<file path="src/rtl/branch_redirect_ctrl_if.sv">
// Branch-redirect handshake bundle: EX-stage resolve inputs, redirect outputs, predictor update.
// Optional perf-counter outputs appear when BR_PERF_CNT_EN is defined.
interface branch_redirect_ctrl_if #(
  parameter int PC_W = 32
);
  logic            ex_valid;
  logic            ex_stall;
  logic [PC_W-1:0] ex_pc;
  logic            ex_taken;
  logic [PC_W-1:0] ex_target;
  logic            ex_is_cond;
  logic            ex_pred_taken;
  logic [PC_W-1:0] ex_pred_target;
  logic            ex_hold;
  logic            redirect_valid;
  logic [PC_W-1:0] redirect_pc;
  logic            flush;
  logic            upd_valid;
  logic            upd_ready;
  logic [PC_W-1:0] upd_pc;
  logic [PC_W-1:0] upd_target;
  logic            upd_taken;
  logic            upd_is_cond;
`ifdef BR_PERF_CNT_EN
  logic [31:0]     perf_br_cnt;
  logic [31:0]     perf_mispred_cnt;

  modport master (
    output ex_valid, ex_stall, ex_pc, ex_taken,
    output ex_target, ex_is_cond,
    output ex_pred_taken, ex_pred_target,
    output upd_ready,
    input  ex_hold, redirect_valid, redirect_pc, flush,
    input  upd_valid, upd_pc, upd_target,
    input  upd_taken, upd_is_cond,
    input  perf_br_cnt, perf_mispred_cnt
  );

  modport slave (
    input  ex_valid, ex_stall, ex_pc, ex_taken,
    input  ex_target, ex_is_cond,
    input  ex_pred_taken, ex_pred_target,
    input  upd_ready,
    output ex_hold, redirect_valid, redirect_pc, flush,
    output upd_valid, upd_pc, upd_target,
    output upd_taken, upd_is_cond,
    output perf_br_cnt, perf_mispred_cnt
  );
`else
  modport master (
    output ex_valid, ex_stall, ex_pc, ex_taken,
    output ex_target, ex_is_cond,
    output ex_pred_taken, ex_pred_target,
    output upd_ready,
    input  ex_hold, redirect_valid, redirect_pc, flush,
    input  upd_valid, upd_pc, upd_target,
    input  upd_taken, upd_is_cond
  );

  modport slave (
    input  ex_valid, ex_stall, ex_pc, ex_taken,
    input  ex_target, ex_is_cond,
    input  ex_pred_taken, ex_pred_target,
    input  upd_ready,
    output ex_hold, redirect_valid, redirect_pc, flush,
    output upd_valid, upd_pc, upd_target,
    output upd_taken, upd_is_cond
  );
`endif
endinterface

</file>
<file path="src/rtl/branch_redirect_ctrl.sv">
// EX branch resolve -> one-cycle redirect/flush plus predictor-update FIFO.
// Define BR_PERF_CNT_EN to add branch / mispredict performance counters.
module branch_redirect_ctrl #(
  parameter int UPD_DEPTH = 4,
  parameter int PC_W      = 32
) (
  input logic               clk,
  input logic               rst,
  branch_redirect_ctrl_if.slave br
);

  localparam int AW = $clog2(UPD_DEPTH);
  localparam int CW = AW + 1;
  localparam int EW = 2 * PC_W + 2;

  typedef enum logic {
    S_IDLE,
    S_REDIRECT
  } state_t;

  state_t          r_state;
  logic [PC_W-1:0] r_redir_pc;
  logic [EW-1:0]   r_mem [UPD_DEPTH];
  logic [AW-1:0]   r_wr_ptr;
  logic [AW-1:0]   r_rd_ptr;
  logic [CW-1:0]   r_cnt;
  logic [EW-1:0]   r_head;

  logic            w_idle;
  logic            w_full;
  logic            w_hold;
  logic            w_accept;
  logic            w_mispred;
  logic            w_push;
  logic            w_pop;
  logic [PC_W-1:0] w_correct_pc;
  logic [EW-1:0]   w_wdata;
  logic [EW-1:0]   w_head_nxt;
  logic            w_head_load;
  logic [AW-1:0]   w_rd_nxt;

  assign w_idle    = (r_state == S_IDLE);
  assign w_full    = (r_cnt == CW'(UPD_DEPTH));
  assign w_hold    = br.ex_valid & w_full & w_idle;
  assign w_accept  = br.ex_valid & ~br.ex_stall
                   & ~w_hold & w_idle;
  assign w_mispred = (br.ex_taken != br.ex_pred_taken)
                   | (br.ex_taken
                      & (br.ex_target != br.ex_pred_target));
  assign w_correct_pc = br.ex_taken ? br.ex_target
                                    : br.ex_pc + PC_W'(4);

  assign w_push   = w_accept;
  assign w_pop    = (r_cnt != '0) & br.upd_ready;
  assign w_rd_nxt = r_rd_ptr + AW'(1);
  assign w_wdata  = {br.ex_pc, br.ex_taken,
                     br.ex_target, br.ex_is_cond};

  // Head register tracks the entry that will be at the front next cycle;
  // it is left untouched when the FIFO goes empty so upd_* hold.
  always_comb begin
    w_head_load = 1'b0;
    w_head_nxt  = w_wdata;
    if (w_pop) begin
      if (r_cnt == CW'(1)) begin
        w_head_load = w_push;
      end else begin
        w_head_load = 1'b1;
        w_head_nxt  = r_mem[w_rd_nxt];
      end
    end else if (r_cnt == '0) begin
      w_head_load = w_push;
    end
  end

  always_ff @(posedge clk) begin
    if (w_push) begin
      r_mem[r_wr_ptr] <= w_wdata;
    end
  end

  always_ff @(posedge clk) begin
    if (rst) begin
      r_state    <= S_IDLE;
      r_redir_pc <= '0;
      r_wr_ptr   <= '0;
      r_rd_ptr   <= '0;
      r_cnt      <= '0;
      r_head     <= '0;
    end else begin
      unique case (r_state)
        S_IDLE: begin
          if (w_accept && w_mispred) begin
            r_state    <= S_REDIRECT;
            r_redir_pc <= w_correct_pc;
          end
        end
        S_REDIRECT: r_state <= S_IDLE;
        default:    r_state <= S_IDLE;
      endcase
      if (w_push) begin
        r_wr_ptr <= r_wr_ptr + AW'(1);
      end
      if (w_pop) begin
        r_rd_ptr <= w_rd_nxt;
      end
      unique case ({w_push, w_pop})
        2'b10:   r_cnt <= r_cnt + CW'(1);
        2'b01:   r_cnt <= r_cnt - CW'(1);
        default: r_cnt <= r_cnt;
      endcase
      if (w_head_load) begin
        r_head <= w_head_nxt;
      end
    end
  end

  assign br.ex_hold        = w_hold;
  assign br.redirect_valid = (r_state == S_REDIRECT);
  assign br.flush          = (r_state == S_REDIRECT);
  assign br.redirect_pc    = r_redir_pc;
  assign br.upd_valid      = (r_cnt != '0);
  assign br.upd_pc         = r_head[EW-1 -: PC_W];
  assign br.upd_taken      = r_head[PC_W + 1];
  assign br.upd_target     = r_head[PC_W:1];
  assign br.upd_is_cond    = r_head[0];

`ifdef BR_PERF_CNT_EN
  logic [31:0] r_br_cnt;
  logic [31:0] r_mis_cnt;

  always_ff @(posedge clk) begin
    if (rst) begin
      r_br_cnt  <= '0;
      r_mis_cnt <= '0;
    end else begin
      if (w_accept) begin
        r_br_cnt <= r_br_cnt + 32'd1;
      end
      if (w_accept && w_mispred) begin
        r_mis_cnt <= r_mis_cnt + 32'd1;
      end
    end
  end

  assign br.perf_br_cnt      = r_br_cnt;
  assign br.perf_mispred_cnt = r_mis_cnt;
`endif

endmodule
</file>
<file path="src/flat_wrapper.sv">
// flat-port wrapper written by rule: the top's interface ports become plain ports
module branch_redirect_ctrl_flat 
#(
  parameter int UPD_DEPTH = 4,
  parameter int PC_W      = 32
)
  (clk, rst, br_ex_valid, br_ex_stall, br_ex_pc, br_ex_taken, br_ex_target, br_ex_is_cond, br_ex_pred_taken, br_ex_pred_target, br_upd_ready, br_ex_hold, br_redirect_valid, br_redirect_pc, br_flush, br_upd_valid, br_upd_pc, br_upd_target, br_upd_taken, br_upd_is_cond);
  branch_redirect_ctrl_if #(.PC_W(PC_W)) br_i ();
  input logic clk;
  input logic rst;
  input wire logic [$bits(br_i.ex_valid)-1:0] br_ex_valid;
  input wire logic [$bits(br_i.ex_stall)-1:0] br_ex_stall;
  input wire logic [$bits(br_i.ex_pc)-1:0] br_ex_pc;
  input wire logic [$bits(br_i.ex_taken)-1:0] br_ex_taken;
  input wire logic [$bits(br_i.ex_target)-1:0] br_ex_target;
  input wire logic [$bits(br_i.ex_is_cond)-1:0] br_ex_is_cond;
  input wire logic [$bits(br_i.ex_pred_taken)-1:0] br_ex_pred_taken;
  input wire logic [$bits(br_i.ex_pred_target)-1:0] br_ex_pred_target;
  input wire logic [$bits(br_i.upd_ready)-1:0] br_upd_ready;
  output wire logic [$bits(br_i.ex_hold)-1:0] br_ex_hold;
  output wire logic [$bits(br_i.redirect_valid)-1:0] br_redirect_valid;
  output wire logic [$bits(br_i.redirect_pc)-1:0] br_redirect_pc;
  output wire logic [$bits(br_i.flush)-1:0] br_flush;
  output wire logic [$bits(br_i.upd_valid)-1:0] br_upd_valid;
  output wire logic [$bits(br_i.upd_pc)-1:0] br_upd_pc;
  output wire logic [$bits(br_i.upd_target)-1:0] br_upd_target;
  output wire logic [$bits(br_i.upd_taken)-1:0] br_upd_taken;
  output wire logic [$bits(br_i.upd_is_cond)-1:0] br_upd_is_cond;
  assign br_i.ex_valid = br_ex_valid;
  assign br_i.ex_stall = br_ex_stall;
  assign br_i.ex_pc = br_ex_pc;
  assign br_i.ex_taken = br_ex_taken;
  assign br_i.ex_target = br_ex_target;
  assign br_i.ex_is_cond = br_ex_is_cond;
  assign br_i.ex_pred_taken = br_ex_pred_taken;
  assign br_i.ex_pred_target = br_ex_pred_target;
  assign br_i.upd_ready = br_upd_ready;
  assign br_ex_hold = br_i.ex_hold;
  assign br_redirect_valid = br_i.redirect_valid;
  assign br_redirect_pc = br_i.redirect_pc;
  assign br_flush = br_i.flush;
  assign br_upd_valid = br_i.upd_valid;
  assign br_upd_pc = br_i.upd_pc;
  assign br_upd_target = br_i.upd_target;
  assign br_upd_taken = br_i.upd_taken;
  assign br_upd_is_cond = br_i.upd_is_cond;
  branch_redirect_ctrl #(.UPD_DEPTH(UPD_DEPTH), .PC_W(PC_W)) u_core (.clk(clk), .rst(rst), .br(br_i));
endmodule
</file>
<file path="config.mk">
export PLATFORM = sky130hd
export DESIGN_NAME = branch_redirect_ctrl_flat
export DESIGN_NICKNAME = d
export VERILOG_FILES = /design/src/rtl/branch_redirect_ctrl_if.sv /design/src/rtl/branch_redirect_ctrl.sv /design/src/flat_wrapper.sv
export SDC_FILE = /design/constraint.sdc
export NUM_CORES = 1
export LEC_CHECK = 0
export BUFFER_PORTS_ARGS = -buffer_cell sky130_fd_sc_hd__buf_2
export CAP_MARGIN = 20
export CORE_AREA = 8 8 183 185
export DETAILED_ROUTE_END_ITERATION = 16
export DIE_AREA = 0 0 191 193
export PLACE_DENSITY = 0.71
export SYNTH_ARGS = -nofsm -noshare
export SYNTH_HDL_FRONTEND = slang
export SYNTH_SLANG_ARGS = --single-unit
</file>
<file path="constraint.sdc">
create_clock -name clk -period 8.36 [get_ports clk]
set_clock_uncertainty 0.1 [all_clocks]
set_input_delay 1.672 -clock clk [delete_from_list [all_inputs] [get_ports clk]]
set_output_delay 1.672 -clock clk [all_outputs]
set_load 0.05 [all_outputs]
</file>
# Word level (Yosys, flattened, before mapping)
# Memory sizes are Yosys's and may differ from the RTL's.
# Cells that the tools add are included.
[word_totals] regBits=106 mem_bits_rw=264 inputBits=104 word_cells=45 memories=1
[classes] n_addsub=5 eq_ne=6 n_mux=11 n_bitwise=11 n_reduce_logical=5
[mem_list] memory="u_core.r_mem" words=4 width=66 rd=1 rd_ports_with_merged_regs=0 wr=1 line="branch_redirect_ctrl.sv:23" rtl="logic [EW-1:0] r_mem [UPD_DEPTH];"
[ops] operator="66-bit 2-to-1 mux" n=2
[ops] operator="32-bit by 3-bit adder with 32-bit output, second input constant" n=1
[ops] operator="32-bit 2-to-1 mux" n=1
[ops] operator="32-bit inequality test" n=1
[ops] operator="1-bit bitwise AND" n=7
[ops] operator="1-bit 2-to-1 mux" n=6
[ops] operator="3-bit one-hot mux with 2 select lines" n=1
[ops] operator="2-bit by 1-bit adder with 2-bit output, second input constant" n=2
[ops] operator="3-bit by 1-bit adder with 3-bit output, second input constant" n=1
[ops] operator="3-bit by 1-bit == test with 1-bit output, second input constant" n=1
[ops] operator="3-bit == test, second input constant" n=1
[ops] operator="3-bit logical NOT" n=1
[ops] operator="1-bit NOT" n=3
[ops] operator="3-bit nonzero test" n=1
[ops] operator="3-bit by 1-bit subtractor with 3-bit output, second input constant" n=1
[ops] operator="2-bit by 1-bit == test with 1-bit output, second input constant" n=1
[ops] operator="2-bit == test, second input constant" n=1
[ops] operator="1-bit one-hot mux with 2 select lines" n=1
[ops] operator="2-bit AND reduction" n=1
[ops] operator="2-bit nonzero test" n=1
[ops] operator="1-bit logical AND" n=1
[ops] operator="1-bit inequality test" n=1
[ops] operator="1-bit bitwise OR" n=1

# Depth between registers and ports, before layout
[depth] ltp_word=9 ltp_mapped=10

# Worst setup path after synthesis
# Ideal clock, no wire load.
[synth_path] path_kind="input to register" start="input br_ex_valid" end="memory u_core.r_mem[0][0] (netlist name), enable pin" setup_ps=431 arrival_time_ps=3801 t_required_ps=7829 slack_ps=4028 path_stages=3 path_buffers=0 cell_sequence="nand2b_1 nor3b_2 and2_1"
[synth_via] elab_chain_cells=7 elab_cells_between_ends=8 cone_classes="mux (2); bitwise (6)"
[synth_rtl] element="start: declaration" line="flat_wrapper.sv:11" rtl="input wire logic [$bits(br_i.ex_valid)-1:0] br_ex_valid;"
[synth_rtl] element="1-bit bitwise AND (2 in a row)" line="branch_redirect_ctrl.sv:44" rtl="assign w_hold = br.ex_valid & w_full & w_idle;"
[synth_rtl] element="1-bit NOT" line="branch_redirect_ctrl.sv:46" rtl="& ~w_hold & w_idle;"
[synth_rtl] element="1-bit bitwise AND (*) (2 in a row)" line="branch_redirect_ctrl.sv:46"
[synth_rtl] element="1-bit 2-to-1 mux (*)" line="branch_redirect_ctrl.sv:77" rtl="if (w_push) begin"
[synth_rtl] element="1-bit 2-to-1 mux (not written as such) (*)" line="branch_redirect_ctrl.sv:78" rtl="r_mem[r_wr_ptr] <= w_wdata;"
[synth_rtl] element="end: declaration" line="branch_redirect_ctrl.sv:23"
# Mark *: on every way between the ends. The rest lies on a longest branch, timed or not.

# Final worst setup path
[layout_path] start="input br_ex_valid" end="output br_ex_hold"
[layout_via] elab_chain_cells=2
[layout_rtl] element="1-bit bitwise AND (2 in a row)" line="branch_redirect_ctrl.sv:44"
[layout_rtl] element="end: declaration" line="flat_wrapper.sv:20" rtl="output wire logic [$bits(br_i.ex_hold)-1:0] br_ex_hold;"
# No other way between the ends.

==> reports/qor.csv <==
metric,value,unit
outcome,"finished, final reports clean",
ctsHtreeMaxLevel,2,
finalHoldViolCount,0,
worstPathRequired,6590,ps
wl_per_cell,24.38,µm
antenna_cells,0,
cts_tree,yes,
yosysSeqAreaShare,65.44,%
numCtsBuffers,39,
die-height,193,µm
dieArea,36860,µm²
grt_max_degree,81,
fp.dieW,191,µm
vias,9689,
first_pass_iters,5,
finalNonFillerCells,1659,
track_usage,21.72,%
clock_sinks,370,
met2_usage,34.66,%
drive_gt1_share,29.59,%
nets,1340,
worstSkewPairLatency,530,ps
dp_hpwl,26310,µm
syn_inst,1035,
hold_ws,359.4,ps
fillers,2391,
register_area,10050,µm²
grt_use_met1,29.93,%
crit_arrival,2190,ps
yosys_warnings,0,
ys_ff_latch,370,
syn_area,15360,µm²
multiInputGateArea,4989,µm²
cts_hold_buf,0,
core_region_area,30820,µm²
cts-root-buf,clkbuf_16,
port_buffers,205,
fin_ws,4401,ps
synthFlopType,edfxtp_1,
power_density,308.1,nW/µm²
cts.clk_slew.worst_paths,60,ps
antenna_left,0,
syn_nets,1149,
max_freq,252.6,MHz
routabilityCongestion,0.8582,
drcViolationCount,0,
cp_max_fo,2,
pre_cts_slack,3470,ps
num_rows,65,
power_leakage,6.637,nW
synth_area_leaders,"edfxtp_1 (52%), dfxtp_1 (14%), mux4_2 (9.7%)",
tightest_slew,1079,ps
synth_common_cells,"edfxtp_1 (264), dfxtp_1 (106), nor2_1 (92)",
grt_pass1_vias,9643,
synth_top_area_share,51.63,%
ys_types,51,
placed_cells,1586,
grt_pass1_wl,60530,µm
layout_min_cycle_time,3959,ps
max_slew_margin,28.08,%
rsz0062_at_grt,false,
slew_violations,0,
post-route-period-util,47.36,%
busiest_layer,met2,
cap_violations,0,
ios,206,
ir_worst_vdd,226.2,µV
path_class,input port to output port,
initial_utilization,49.82,%
syn_to_final_growth,17.63,%
viasPerCell,5.840,
setup_viol,0,
wl,40450,µm
drtIter0Drc,976,
antenna_found_initial,4,
worstSetupStartpointType,input port,
cts_buffer_depth,3,
synth_top_area_cell,edfxtp_1,
cts_setup_buffers,0,
avgSynthCellArea,14.84,µm²
synth.most_common_cell,edfxtp_1,
worstHoldPathType,flop to flop,
cts.repair.resized,0,
endpoint_kind,output port,
tns,0,ps
gr-total-overflow,0,
grt_use_met3,4.748,%
synthArstFlopShare,0,%
synth_edf_count,264,
## through the flow
stage	instance area (µm²)	total power [W]	util, %
6_report	18060	0.005566	58.60
5_1_grt	18060	0.005785	58.60
4_1_cts	18060	0.005617	58.58
3_5_place_dp	16720	0.003850	54.25
3_3_place_gp	16720	0.003833	54.25
2_1_floorplan	15360	0.003430	-
## routing by layer
metal  wire, µm  vias to the layer above
li1           -                     4372
met5         42                        -
met2      19240                      422
met3       3465                       62
met4        882                        8
met1      16820                     4825
## final timing paths
path | from | to | slack (ps) | depth (start not counted)
max | br_ex_valid | br_ex_hold | 4400 | 4
min | u_core.br.redirect_pc[12] | u_core.br.redirect_pc[12] | 360 | 2
max reg2reg | u_core.r_cnt[0] | u_core.r_mem[0][0] | 5310 | 7
min reg2reg | u_core.br.redirect_pc[12] | u_core.br.redirect_pc[12] | 360 | 2
## sequential cells by signal, indices dropped and copies added, names as in the netlist
register and count:
u_core.br.redirect_pc 32, u_core.r_cnt 3, u_core.r_mem 264, u_core.r_wr_ptr 2, u_core.r_rd_ptr 2, u_core.br.flush 1, u_core.r_head 66
## cells by family after synthesis
logic type | count (synthesis) | share of synthesized area [%]
buffers and inverters | 82 | 2.265
DFF | 370 | 65.44
xor gates and xnor gates | 57 | 3.251
AOI/OAI and AO/OA | 158 | 6.836
adders and majority gates | 10 | 0.8148
muxes | 142 | 14.64
and+or+nand+nor | 216 | 6.747
## power breakdown
part           total [W]  switching (W)  internal (W)
logic            0.00153        0.00107      0.000464
clock network    0.00176       0.000708       0.00106
registers        0.00227       0.000107       0.00216
## placed cells by master, fill, tap and decap left out, types with 37 or more instances in the layout
cell type	n
buf_2	204
nor2_1	91
edfxtp_1	264
a211oi_1	73
mux4_2	66
dfxtp_1	104
o21ai_0	39
clkbuf_16	42
mux2i_1	75
nand2_1	37
## final cells by class
| class | count | share of cell area, % |
|---|---|---|
| sequential | 370 | 55.66 |
| clock inverter | 19 | 1.122 |
| timing repair buffer | 219 | 6.276 |
| multi-input combinational | 583 | 27.62 |
| clock buffer | 53 | 6.269 |
| tap | 402 | 2.785 |
| inverter | 13 | 0.2701 |
## worst max-delay path, cell delays in order
cell	delay, ps
buf_2	70
nand2b_1	70
nor2_1	100
buf_2	260
Power figures use the tool's default switching activity.
